$ cat src/rtl/sign_mag_addsub_pipe.sv
// Two-stage sign-magnitude adder/subtractor for aligned mantissas in the FPU add path.
// Stage 1 resolves the effective operation and orders operands; stage 2 produces |res|, sign and zero.
module sign_mag_addsub_pipe #(
    parameter int MAN_W = 24,
    parameter int TAG_W = 4
) (
    input  logic             clk,
    input  logic             rst_n,
    input  logic             in_valid,
    output logic             in_ready,
    input  logic             op_sub,
    input  logic             sign_a,
    input  logic             sign_b,
    input  logic [MAN_W-1:0] a,
    input  logic [MAN_W-1:0] b,
    input  logic [TAG_W-1:0] tag_in,
    output logic             out_valid,
    input  logic             out_ready,
    output logic [MAN_W:0]   res,
    output logic             sign_res,
    output logic             zero,
    output logic [TAG_W-1:0] tag_out
);

    // Handshake: a beat moves across an interface on a rising edge where valid && ready;
    // valid never waits on ready, and in_ready depends only on pipeline state and out_ready.
    logic             stage1_load;
    logic             stage2_load;
    logic             out_fire;

    logic             s1_valid_q, s1_valid_d;
    logic [MAN_W-1:0] big_q, big_d;
    logic [MAN_W-1:0] small_q, small_d;
    logic             sign_big_q, sign_big_d;
    logic             eff_sub_q, eff_sub_d;
    logic [TAG_W-1:0] tag1_q, tag1_d;

    logic             out_valid_q, out_valid_d;
    logic [MAN_W:0]   res_q, res_d;
    logic             sign_res_q, sign_res_d;
    logic             zero_q, zero_d;
    logic [TAG_W-1:0] tag_out_q, tag_out_d;

    logic             sb_eff;
    logic             swap;

    assign out_fire    = out_valid_q && out_ready;
    assign stage2_load = s1_valid_q && (!out_valid_q || out_ready);
    assign in_ready    = !s1_valid_q || !out_valid_q || out_ready;
    assign stage1_load = in_valid && in_ready;

    // Only an effective subtract needs ordering; ties keep a so the sign follows a.
    always_comb begin
        sb_eff     = sign_b ^ op_sub;
        eff_sub_d  = sign_a ^ sb_eff;
        swap       = eff_sub_d && (a < b);
        big_d      = swap ? b : a;
        small_d    = swap ? a : b;
        sign_big_d = swap ? sb_eff : sign_a;
        tag1_d     = tag_in;
    end

    // Exact cancellation yields +0; a same-sign zero sum keeps the operands' sign.
    always_comb begin
        if (eff_sub_q) begin
            res_d = {1'b0, big_q} - {1'b0, small_q};
        end else begin
            res_d = {1'b0, big_q} + {1'b0, small_q};
        end
        zero_d     = (res_d == '0);
        sign_res_d = sign_big_q && !(eff_sub_q && zero_d);
        tag_out_d  = tag1_q;
    end

    always_comb begin
        s1_valid_d  = s1_valid_q;
        out_valid_d = out_valid_q;
        if (stage1_load) begin
            s1_valid_d = 1'b1;
        end else if (stage2_load) begin
            s1_valid_d = 1'b0;
        end
        if (stage2_load) begin
            out_valid_d = 1'b1;
        end else if (out_fire) begin
            out_valid_d = 1'b0;
        end
    end

    always_ff @(posedge clk or negedge rst_n) begin
        if (!rst_n) begin
            s1_valid_q  <= 1'b0;
            big_q       <= '0;
            small_q     <= '0;
            sign_big_q  <= 1'b0;
            eff_sub_q   <= 1'b0;
            tag1_q      <= '0;
            out_valid_q <= 1'b0;
            res_q       <= '0;
            sign_res_q  <= 1'b0;
            zero_q      <= 1'b0;
            tag_out_q   <= '0;
        end else begin
            s1_valid_q  <= s1_valid_d;
            out_valid_q <= out_valid_d;
            if (stage1_load) begin
                big_q      <= big_d;
                small_q    <= small_d;
                sign_big_q <= sign_big_d;
                eff_sub_q  <= eff_sub_d;
                tag1_q     <= tag1_d;
            end
            if (stage2_load) begin
                res_q      <= res_d;
                sign_res_q <= sign_res_d;
                zero_q     <= zero_d;
                tag_out_q  <= tag_out_d;
            end
        end
    end

    assign out_valid = out_valid_q;
    assign res       = res_q;
    assign sign_res  = sign_res_q;
    assign zero      = zero_q;
    assign tag_out   = tag_out_q;

endmodule

$ cat config.mk
export PLATFORM = sky130hd
export DESIGN_NAME = sign_mag_addsub_pipe
export DESIGN_NICKNAME = d
export VERILOG_FILES = /design/src/rtl/sign_mag_addsub_pipe.sv
export SDC_FILE = /design/constraint.sdc
export NUM_CORES = 1
export LEC_CHECK = 0
export ABC_AREA = 1
export ABC_CLOCK_PERIOD_IN_PS = 2800
export BUFFER_PORTS_ARGS = -buffer_cell sky130_fd_sc_hd__buf_2
export CAP_MARGIN = 20
export CORE_ASPECT_RATIO = 0.8
export CORE_MARGIN = 5
export CORE_UTILIZATION = 53
export DETAILED_ROUTE_END_ITERATION = 12
export HOLD_SLACK_MARGIN = 0.1
export PLACE_DENSITY = 0.77
export REMOVE_ABC_BUFFERS = 1
export SLEW_MARGIN = 15
export SYNTH_ARGS = -nofsm -noshare
export SYNTH_HDL_FRONTEND = slang
export SYNTH_SLANG_ARGS = --single-unit
$ cat constraint.sdc
create_clock -name clk -period 2.8 [get_ports clk]
set_input_delay 0.56 -clock clk [delete_from_list [all_inputs] [get_ports clk]]
set_output_delay 0.56 -clock clk [all_outputs]
set_load 0.1 [all_outputs]
# Word-level counts from Yosys, hierarchy flattened
# Cells that the tools add are included.
[word_totals]
ff_bits = 87
in_bits = 59
out_inout_bits = 33
word_cells = 39
[op_classes]
addsub = 2
n_lt_le_gt_ge = 1
muxes = 8
bitwise = 2
n_reduce_logical = 15
[op_table]
columns = ["operator", "n"]
rows = [
  ["two-way mux 24 bit", 2],
  ["adder 24 x 24 -> 25 bit", 1],
  ["zero test 25 bit", 1],
  ["two-way mux 25 bit", 1],
  ["subtractor 24 x 24 -> 25 bit", 1],
  ["< comparator 24 bit", 1],
  ["logical AND 1 bit", 6],
  ["two-way mux 1 bit", 5],
  ["nonzero test 2 bit", 2],
  ["zero test 1 bit", 3],
  ["logical OR 1 bit", 3],
  ["bitwise XOR 1 bit", 2],
]

# Longest topological paths before layout
# Gate-level depths: netlist of the first run.
[depth]
word_depth = 6
ltp_mapped = 28
mapped_depth_nobuf = 28

# Least setup slack after synthesis of the first run
# OpenSTA, ideal clock, no wires.
[synth_timing]
kind = "register -> register"
from = "reg small_q[1]"
to = "reg sign_res_q, in the netlist sign_res"
setup_time_ns = 0.120
arrival_time_ns = 2.929
required_time_ns = 2.680
setup_slack_ns = -0.249
stages_incl_launch_ff = 26
n_path_buf = 0
period_less_slack_ns = 3.049
path_cell_list = "dfrtp_1 -> nor3_2 -> nand2_1 -> nor2_2 -> nand2_1 -> nor3_2 -> nand2_1 -> nor2_2 -> nand2_1 -> nor2_2 -> a21oi_1 -> xor2_1 -> inv_1 -> ha_1 -> nand2_1 -> nor3_1 -> and2_1 -> nand3_1 -> nand3_1 -> nand2_1 -> nand2_1 -> nand4_1 -> nor2_1 -> nand2_1 -> nand2_1 -> nand2_1"
[synth_between]
elab_chain_len = 6
word_cells_on_any_way = 7
cone_classes = "2 x add/sub; 1 x mux; 4 x reduce/logical"
[synth_rtl]
columns = ["item", "line", "text"]
rows = [
  ["start, declared", "33", "logic [MAN_W-1:0] small_q, small_d;"],
  ["start signal, assigned", "108", "small_q <= small_d;"],
  ["adder 24 x 24 -> 25 bit / subtractor 24 x 24 -> 25 bit (equally long branches)", "68, 66", ""],
  ["two-way mux 25 bit (*)", "65", "if (eff_sub_q) begin"],
  ["zero test 25 bit (*)", "70", "zero_d = (res_d == '0);"],
  ["logical AND 1 bit (*)", "71", "sign_res_d = sign_big_q && !(eff_sub_q && zero_d);"],
  ["zero test 1 bit (*)", "71", ""],
  ["logical AND 1 bit (*)", "71", ""],
  ["end signal, assigned", "115", "sign_res_q <= sign_res_d;"],
  ["end, declared", "40", "logic sign_res_q, sign_res_d;"],
]
# Every way passes the cells marked *; elsewhere a longest branch is shown, timed or not.
# A chain may end at the register's enable or synchronous reset.

# Worst setup path after layout of the first run
[layout_timing]
from = "reg small_q[2]"
to = "reg sign_res_q, in the netlist sign_res"
# The elaborated chain is that of the path after synthesis.

==> results of run 1 <==
[sequential cells by signal (all words and copies together), names as in the netlist]
name,flops
res,25
big_q,24
small_q,24
tag1_q,4
tag_out,4
eff_sub_q,1
out_valid,1
s1_valid_q,1
sign_big_q,1
sign_res,1
zero,1
[cells by family after synthesis]
group | count (synthesis) | synth area share
and+or+nand+nor | 585 | 0.3552
buffers and inverters | 176 | 0.09847
AOI/OAI and AO/OA | 125 | 0.09829
DFF | 87 | 0.3161
adders and majority gates | 49 | 0.09012
xor gates and xnor gates | 32 | 0.04179
[repair_timing]
| action | CTS | global route |
|---|---|---|
| endpoints found under the hold margin | 0 | 0 |
| hold buffers | 0 | 0 |
| setup endpoints to repair | 17 | 19 |
| pin swaps | 28 | 101 |
| resized for setup | 74 | 174 |
| setup buffers | 25 | 15 |
[metrics by stage]
| stage | util | std cells |
|---|---|---|
| after detailed placement | 0.6503 | 1400 |
| final | 0.7638 | 1449 |
| after global placement | 0.6503 | 1400 |
| after CTS | 0.7052 | 1439 |
| after global routing | 0.7638 | 1449 |
| after floorplan | - | 1026 |
[worst max-delay path by stage]
stage                     slack [ns]   endpoint
after detailed placement       -0.70   sign_res
after global routing           -1.11   sign_res
after floorplan                -2.02  big_q[23]
final                          -0.91   sign_res
after global placement         -0.55   sign_res
after CTS                      -0.63   sign_res
[where the power goes]
| part | leakage [nW] | switching, mW | internal, mW | total [mW] |
|---|---|---|---|---|
| Sequential | 1.05 | 0.270 | 1.61 | 1.88 |
| Clock | 0.142 | 0.520 | 0.692 | 1.21 |
| Combinational | 4.07 | 5.09 | 3.03 | 8.12 |
| Total | 5.27 | 5.88 | 5.33 | 11.2 |
[worst max-delay path: cells and delay by family, from the launching register on]
family	cells	cell delay, ns
AND/OR/NAND/NOR	16	1.61
flip-flops	1	0.45
XOR/XNOR	2	0.52
buffers and inverters	4	0.49
AO/OA/AOI/OAI	1	0.19
adder cells (fa/ha/maj)	1	0.32
[placed cells by master (no fill, tap or decap), types with 6 or more instances in the layout]
cell type,count
sky130_fd_sc_hd__nand2_1,316
sky130_fd_sc_hd__a21oi_1,17
sky130_fd_sc_hd__ha_1,36
sky130_fd_sc_hd__buf_6,16
sky130_fd_sc_hd__nand3_1,23
sky130_fd_sc_hd__nor2_2,11
sky130_fd_sc_hd__xor2_1,16
sky130_fd_sc_hd__o21ai_0,19
sky130_fd_sc_hd__nand4_1,17
sky130_fd_sc_hd__buf_4,122
sky130_fd_sc_hd__dfrtp_1,86
sky130_fd_sc_hd__nor3_4,6
sky130_fd_sc_hd__nand2_4,18
sky130_fd_sc_hd__nand2_2,51
sky130_fd_sc_hd__a21oi_2,11
sky130_fd_sc_hd__o21ai_2,14
sky130_fd_sc_hd__o21ai_1,44
sky130_fd_sc_hd__a21oi_4,6
sky130_fd_sc_hd__xnor2_1,9
sky130_fd_sc_hd__inv_2,19
sky130_fd_sc_hd__buf_2,90
sky130_fd_sc_hd__ha_4,10
sky130_fd_sc_hd__nor2_1,94
sky130_fd_sc_hd__clkbuf_16,9
sky130_fd_sc_hd__nor2_4,22
sky130_fd_sc_hd__inv_1,124
sky130_fd_sc_hd__nand3_2,15
[routing by layer]
metal | up-vias | GRT usage | wire length (µm) | share of wire
li1 | 3725 | - | - | -
met4 | 0 | 0.06117 | 565 | 0.025
met2 | 320 | 0.3778 | 10260 | 0.46
met3 | 48 | 0.04607 | 1592 | 0.072
met1 | 3546 | 0.3702 | 9838 | 0.44
met5 | - | 0 | 0 | 0
[cell type report]
class,instances,area share
well taps,175,0.02244
flip-flops and latches,87,0.2232
multi-input cells,791,0.4995
inverters,148,0.05769
clock inverters,7,0.007436
clock buffers,9,0.02308
repair buffers,232,0.1667
==> run summary, run 1 <==
• setup slack of the most critical reg-to-reg path: -0.91 ns
• failing checks: setup timing
• maximum number of pins on one net before global-route repair: 58
• Chip Width: 137.4 µm
• drt first-iter violations: 646
• flop and latch count out of synthesis: 87
• die footprint: 15,390 µm²
• count of input and output buffers: 91
• Max-cap violations: 0
• crit path cell chain: buf_4 -> nor2_4 -> nand2_4 -> nor3_2 -> inv_1 -> nor2_1 -> nand4_1 -> inv_1 -> nand2_2 -> nand2_2 -> xor2_1 -> ha_1 -> nand2_1 -> nand2_1 -> o21bai_4 -> buf_6 -> nor2_4 -> nand2_2 -> xor2_2 -> nand4_1 -> nor2_2 -> nand2_1 -> nand2_1 -> nand2_1
• fin area: 9759 µm²
• Hold WC Path Type: input pin to asynchronous set/reset pin
• core box area: 12,780 µm²
• mean area per synthesized cell: 6.534 µm²
• share of flip-flops with an asynchronous set or reset: 1.000
• fraction of post-synthesis cell area in the top cell type by area: 0.3161
• clock latency of the later-clocked register in the worst-skew pair: 0.35 ns
• final wirelength: 22,260 µm
• top post-synthesis cells by area: sky130_fd_sc_hd__dfrtp_1 32%, sky130_fd_sc_hd__nand2_1 20%, sky130_fd_sc_hd__ha_1 8.7%
• start of the worst register-to-register path: small_q[2]
• Sequential Area: 2178 µm²
• most frequent cell after synthesis: sky130_fd_sc_hd__nand2_1
• library cell used as clock root buffer: sky130_fd_sc_hd__clkbuf_16
• last weighted congestion value of the routability-driven placer: 0.9906
• startpoint-to-endpoint class of the critical path: flip-flop to flip-flop
• average detailed-routed wire length per instance: 15.36 µm
• result of the run: complete, but fails checks
• worst slew slack as a fraction of its limit: 0.6721
• total congestion overflow after global routing: 0
• final critical-path required period: 3.711 ns
• Req. time, crit path: 3.04 ns
• length in cells of the worst reg-to-reg path: 24
• number of enable-type register cells in the synthesized netlist: 0
• starting utilization of the core area: 0.5390
• CTS sink count: 87
• Top-Level Pins: 92
• Worst Setup SP: small_q[2]
• Primary FF master, synth: sky130_fd_sc_hd__dfrtp_1
• register area share after synthesis: 0.3161
• unrepaired setup endpoints after global routing: true
• Fin Hold WS: 0.1521 ns
• number of distinct library cell variants in the gate-level netlist after synthesis: 43
• highest-delay cell along the critical path: sky130_fd_sc_hd__dfrtp_2
• count of H-tree levels built during CTS: 3
• Total GRT Usage: 0.2503
• global-route wire length before repair: 31,520 µm
• CP most frequent cell: sky130_fd_sc_hd__nand2_1
• # setup viols final: 18
• number of vias in the routed layout: 7,639
• P&R area growth vs syn: 41.72%
• maximum clock frequency: 0.2695 GHz
• Final Net Count: 1,377
• TritonCTS clock tree: yes
• cell taking the most area after synthesis: sky130_fd_sc_hd__dfrtp_1
• total count of hold-check failures in the final report: 0
• leakage power figure: 5.266 nW
• Antenna Cells: 0
• Layout fillers: 921
• Startpoint Class: flip-flop
• post-detailed-route DRC marker count: 0
• worst slack after detailed placement: -0.6991 ns
• Post-synth top cells: 374 x sky130_fd_sc_hd__nand2_1, 141 x sky130_fd_sc_hd__inv_1, 114 x sky130_fd_sc_hd__nor2_1
• area of placed instances: 8309 µm²
• vias in the first global route: 6,768
• DR pass1 iterations: 5
• Num CTS Buffers: 9
• synth warn: 0
• maximum vdd ir drop: 1080 µV
• endpoint of the most critical register-to-register path: sign_res
• transition time at the pin with the least slew margin: 0.4919 ns
• CP Max Fanout: 4
• final cycle utilization of the critical path: 1.325
• Mapped Area: 6887 µm²
• PD cells: 1148 nW/µm²
• Pins Over Slew Limit: 0
• buffers from clock root to sink, at most: 2
• fraction of final layout cells with drive strength greater than 1: 0.3548
• clock-pin transition on the worst setup and hold timing paths: 0.07 ns
• number of antenna violations at the first check in global routing: 0
• Std-Cell Rows: 37
• sum of internal, switching and leakage power: 11.20 mW
• final critical-path setup slack: -0.9112 ns
• Die Ht: 112.0 µm
• sum of net half-perimeters after detailed placement: 14,640 µm
• area of the multi-input gates: 4875 µm²
• setup skew after layout: 0.009374 ns
• Vias per Instance: 5.272
• delay of the slowest cell on the worst path: 0.45 ns
• Crit path arrival time: 3.95 ns
• antenna-violating nets left: 0
• setup tns final: -8.499 ns
• Syn Inst Count: 1,054
• capturing element type of the critical path: flip-flop
Power figures use the tool's default switching activity.
==> run 2, diff against run 1 <==
--- a/config.mk
+++ b/config.mk
@@ -15,6 +15,7 @@
 export DETAILED_ROUTE_END_ITERATION = 12
 export HOLD_SLACK_MARGIN = 0.1
 export PLACE_DENSITY = 0.77
+export RECOVER_POWER = 100
 export REMOVE_ABC_BUFFERS = 1
 export SLEW_MARGIN = 15
 export SYNTH_ARGS = -nofsm -noshare
==> run 2 against run 1 <==
- the run ends with capacitance limit, slew limit, setup timing left
- cell area is 0.32% lower
- die area unchanged
- final cell count unchanged
- wire length up 0.21%
- clock power barely moved
- sequential cell count did not move
- combinational power about the same
- sequential power barely moved
- critical path depth increased by 3
- utilization fell by 0.24 points
- critical path type unchanged
==> run summary, run 2 (synthesized netlist as in run 1, its figures left out) <==
• result of the run: complete, but fails checks
• failing checks: capacitance limit, slew limit, setup timing
• Max-cap violations: 1, +1
• Antenna Cells: 0, unchanged
• delay of the slowest cell on the worst path: 0.45 ns, about the same
• Final Core Density: 0.7614, -0.002448
• CTS sink count: 87, unchanged
• drt first-iter violations: 734, +14%
• TritonCTS clock tree: yes
• Startpoint Class: flip-flop
• fraction of final layout cells with drive strength greater than 1: 0.3540, -0.0007849
• maximum clock frequency: 0.2694 GHz, about the same
• fin area: 9728 µm², -0.32%
• number of hold-repair buffers added at the cts stage: 0, unchanged
• Chip Width: 137.4 µm, unchanged
• setup skew after layout: 0.009301 ns, -0.00007291 ns
• dpl cells: 1,400, unchanged
• buffers from clock root to sink, at most: 2, unchanged
• Sequential Area: 2178 µm², unchanged
• Top-Level Pins: 92, unchanged
• family of cells with the greatest summed delay on the critical path: simple AND/OR/NAND/NOR gates
• Layout fillers: 923, +0.22%
• sum of net half-perimeters after detailed placement: 14,640 µm, unchanged
• flip-flop count of the largest register after layout: 25, unchanged
• number of vias in the routed layout: 7,693, +0.71%
• final wirelength: 22,300 µm, +0.21%
• CP most frequent cell: sky130_fd_sc_hd__nand2_2
• most common library cell in the layout ignoring fill and taps: sky130_fd_sc_hd__nand2_1
• total buffers and inverters traversed by the critical path: 2, -2
• Final Net Count: 1,377, unchanged
• capturing element type of the critical path: flip-flop
• core box area: 12,780 µm², unchanged
• last weighted congestion value of the routability-driven placer: 0.9906, unchanged
• most used cells in the layout excluding fill and tap cells: 316 x sky130_fd_sc_hd__nand2_1, 124 x sky130_fd_sc_hd__inv_1, 121 x sky130_fd_sc_hd__buf_4
• antenna-violating nets left: 0, unchanged
• final critical-path setup slack: -0.9115 ns, -0.0002600 ns
• worst slew slack as a fraction of its limit: -0.2927, -0.9648
• CP Max Fanout: 4, unchanged
• transition time at the pin with the least slew margin: 1.939 ns, +1.447 ns
• Req. time, crit path: 3.04 ns, about the same
• starting utilization of the core area: 0.5390, unchanged
• sum of internal, switching and leakage power: 11.21 mW, about the same
• unrepaired setup endpoints after global routing: true
• maximum number of pins on one net before global-route repair: 58, unchanged
• vias in the first global route: 6,768, unchanged
• Fin Hold WS: 0.4156 ns, +0.2635 ns
• clock-pin transition on the worst setup and hold timing paths: 0.07 ns, about the same
• total congestion overflow after global routing: 0, unchanged
• setup tns final: -8.484 ns, +0.01462 ns
• PD cells: 1152 nW/µm², +0.33%
• number of antenna violations at the first check in global routing: 0, unchanged
• worst slack after detailed placement: -0.6991 ns, unchanged
• Vias per Instance: 5.309, +0.71%
• startpoint-to-endpoint class of the critical path: flip-flop to flip-flop
• post-detailed-route DRC marker count: 0, unchanged
• post-route insts no fill: 1,449, unchanged
• area of placed instances: 8309 µm², unchanged
• library cell used as clock root buffer: sky130_fd_sc_hd__clkbuf_16
• Hold WC Path Type: input pin to flip-flop
• # setup viols final: 19, +1
• count of input and output buffers: 91, unchanged
• final critical-path required period: 3.711 ns, +0.0002600 ns
• highest-delay cell along the critical path: sky130_fd_sc_hd__dfrtp_2
• clock latency of the later-clocked register in the worst-skew pair: 0.35 ns, about the same
• total count of hold-check failures in the final report: 0, unchanged
• Die Ht: 112.0 µm, unchanged
• die footprint: 15,390 µm², unchanged
• final cycle utilization of the critical path: 1.326, about the same
• Total GRT Usage: 0.2503, unchanged
• area of the multi-input gates: 4875 µm², unchanged
• global-route wire length before repair: 31,520 µm, unchanged
• Pins Over Slew Limit: 38, +38
• DR pass1 iterations: 5, unchanged
• Std-Cell Rows: 37, unchanged
• maximum vdd ir drop: 1082 µV, +0.16%
• count of H-tree levels built during CTS: 3, unchanged
• Crit path arrival time: 3.95 ns, about the same
• P&R area growth vs syn: 41.26%
• average detailed-routed wire length per instance: 15.39 µm, +0.21%
• leakage power figure: 5.252 nW, -0.25%
• Num CTS Buffers: 9, unchanged
run 2: cell count changes in the layout (fill, tap and decap cells not counted):
cell                       previous run  this run
sky130_fd_sc_hd__buf_12               4         2
sky130_fd_sc_hd__buf_4              122       121
sky130_fd_sc_hd__clkbuf_1             0         1
sky130_fd_sc_hd__clkbuf_2             0         1
sky130_fd_sc_hd__clkbuf_4             0         1
run 2: worst reg2reg max path: stages, from the launching register on:
cell	delay, ns
sky130_fd_sc_hd__dfrtp_2	0.45
sky130_fd_sc_hd__nor3_4	0.22
sky130_fd_sc_hd__nand2_2	0.11
sky130_fd_sc_hd__nor2_4	0.14
sky130_fd_sc_hd__nand2_2	0.08
sky130_fd_sc_hd__nor3_4	0.21
sky130_fd_sc_hd__nand2_2	0.11
sky130_fd_sc_hd__nor2_4	0.16
sky130_fd_sc_hd__nand2_2	0.10
sky130_fd_sc_hd__nand2_1	0.11
sky130_fd_sc_hd__xor2_1	0.07
sky130_fd_sc_hd__ha_1	0.42
sky130_fd_sc_hd__nand2_2	0.11
sky130_fd_sc_hd__buf_6	0.14
sky130_fd_sc_hd__nor2_4	0.13
sky130_fd_sc_hd__inv_2	0.06
sky130_fd_sc_hd__nor2_4	0.09
sky130_fd_sc_hd__nand2_2	0.07
sky130_fd_sc_hd__nand3_2	0.07
sky130_fd_sc_hd__nand2_2	0.05
sky130_fd_sc_hd__nand2_2	0.09
sky130_fd_sc_hd__nand3_2	0.07
sky130_fd_sc_hd__nor2_2	0.13
sky130_fd_sc_hd__nand3_2	0.08
sky130_fd_sc_hd__nor2_2	0.14
sky130_fd_sc_hd__nand2_1	0.09
sky130_fd_sc_hd__nand2_1	0.07
sky130_fd_sc_hd__nand2_1	0.04
run 2: final timing paths:
kind | from | to | slack [ns] | cells after the start
max | small_q[2] | sign_res | -0.91 | 27
min | tag_in[0] | tag1_q[0] | 0.42 | 3
max reg2reg | small_q[2] | sign_res | -0.91 | 27
min reg2reg | tag_out[0] | tag_out[0] | 0.48 | 2
max in group asynchronous | rst_n | res[15] | 0.35 | 2
min in group asynchronous | rst_n | big_q[7] | 0.73 | 1
run 2: metal layers:
metal	global-route usage	routed length [µm]	up-vias
li1	-	-	3727
met1	0.3702	9770	3562
met2	0.3778	10250	347
met3	0.04607	1683	57
met4	0.06117	603	0
met5	0	0	-
run 2: power breakdown:
group | leakage [nW] | internal, mW | total [mW] | switching, mW
logic | 4.06 | 3.03 | 8.13 | 5.10
registers | 1.05 | 1.61 | 1.87 | 0.268
clock network | 0.142 | 0.692 | 1.21 | 0.515
run 2: repair_timing:
item,4_1_cts,5_1_grt
pin swaps,28,101
endpoints found under the setup margin,17,19
gates resized for setup,74,174
buffers inserted,25,15
run 2: final cells by class:
type / count / share of cell area
Multi-Input combinational cell: 791 / 0.5011
Sequential cell: 87 / 0.2239
Timing Repair Buffer: 232 / 0.1640
Inverter: 148 / 0.05788
Clock buffer: 9 / 0.02315
Tap cell: 175 / 0.02251
Clock inverter: 7 / 0.007460
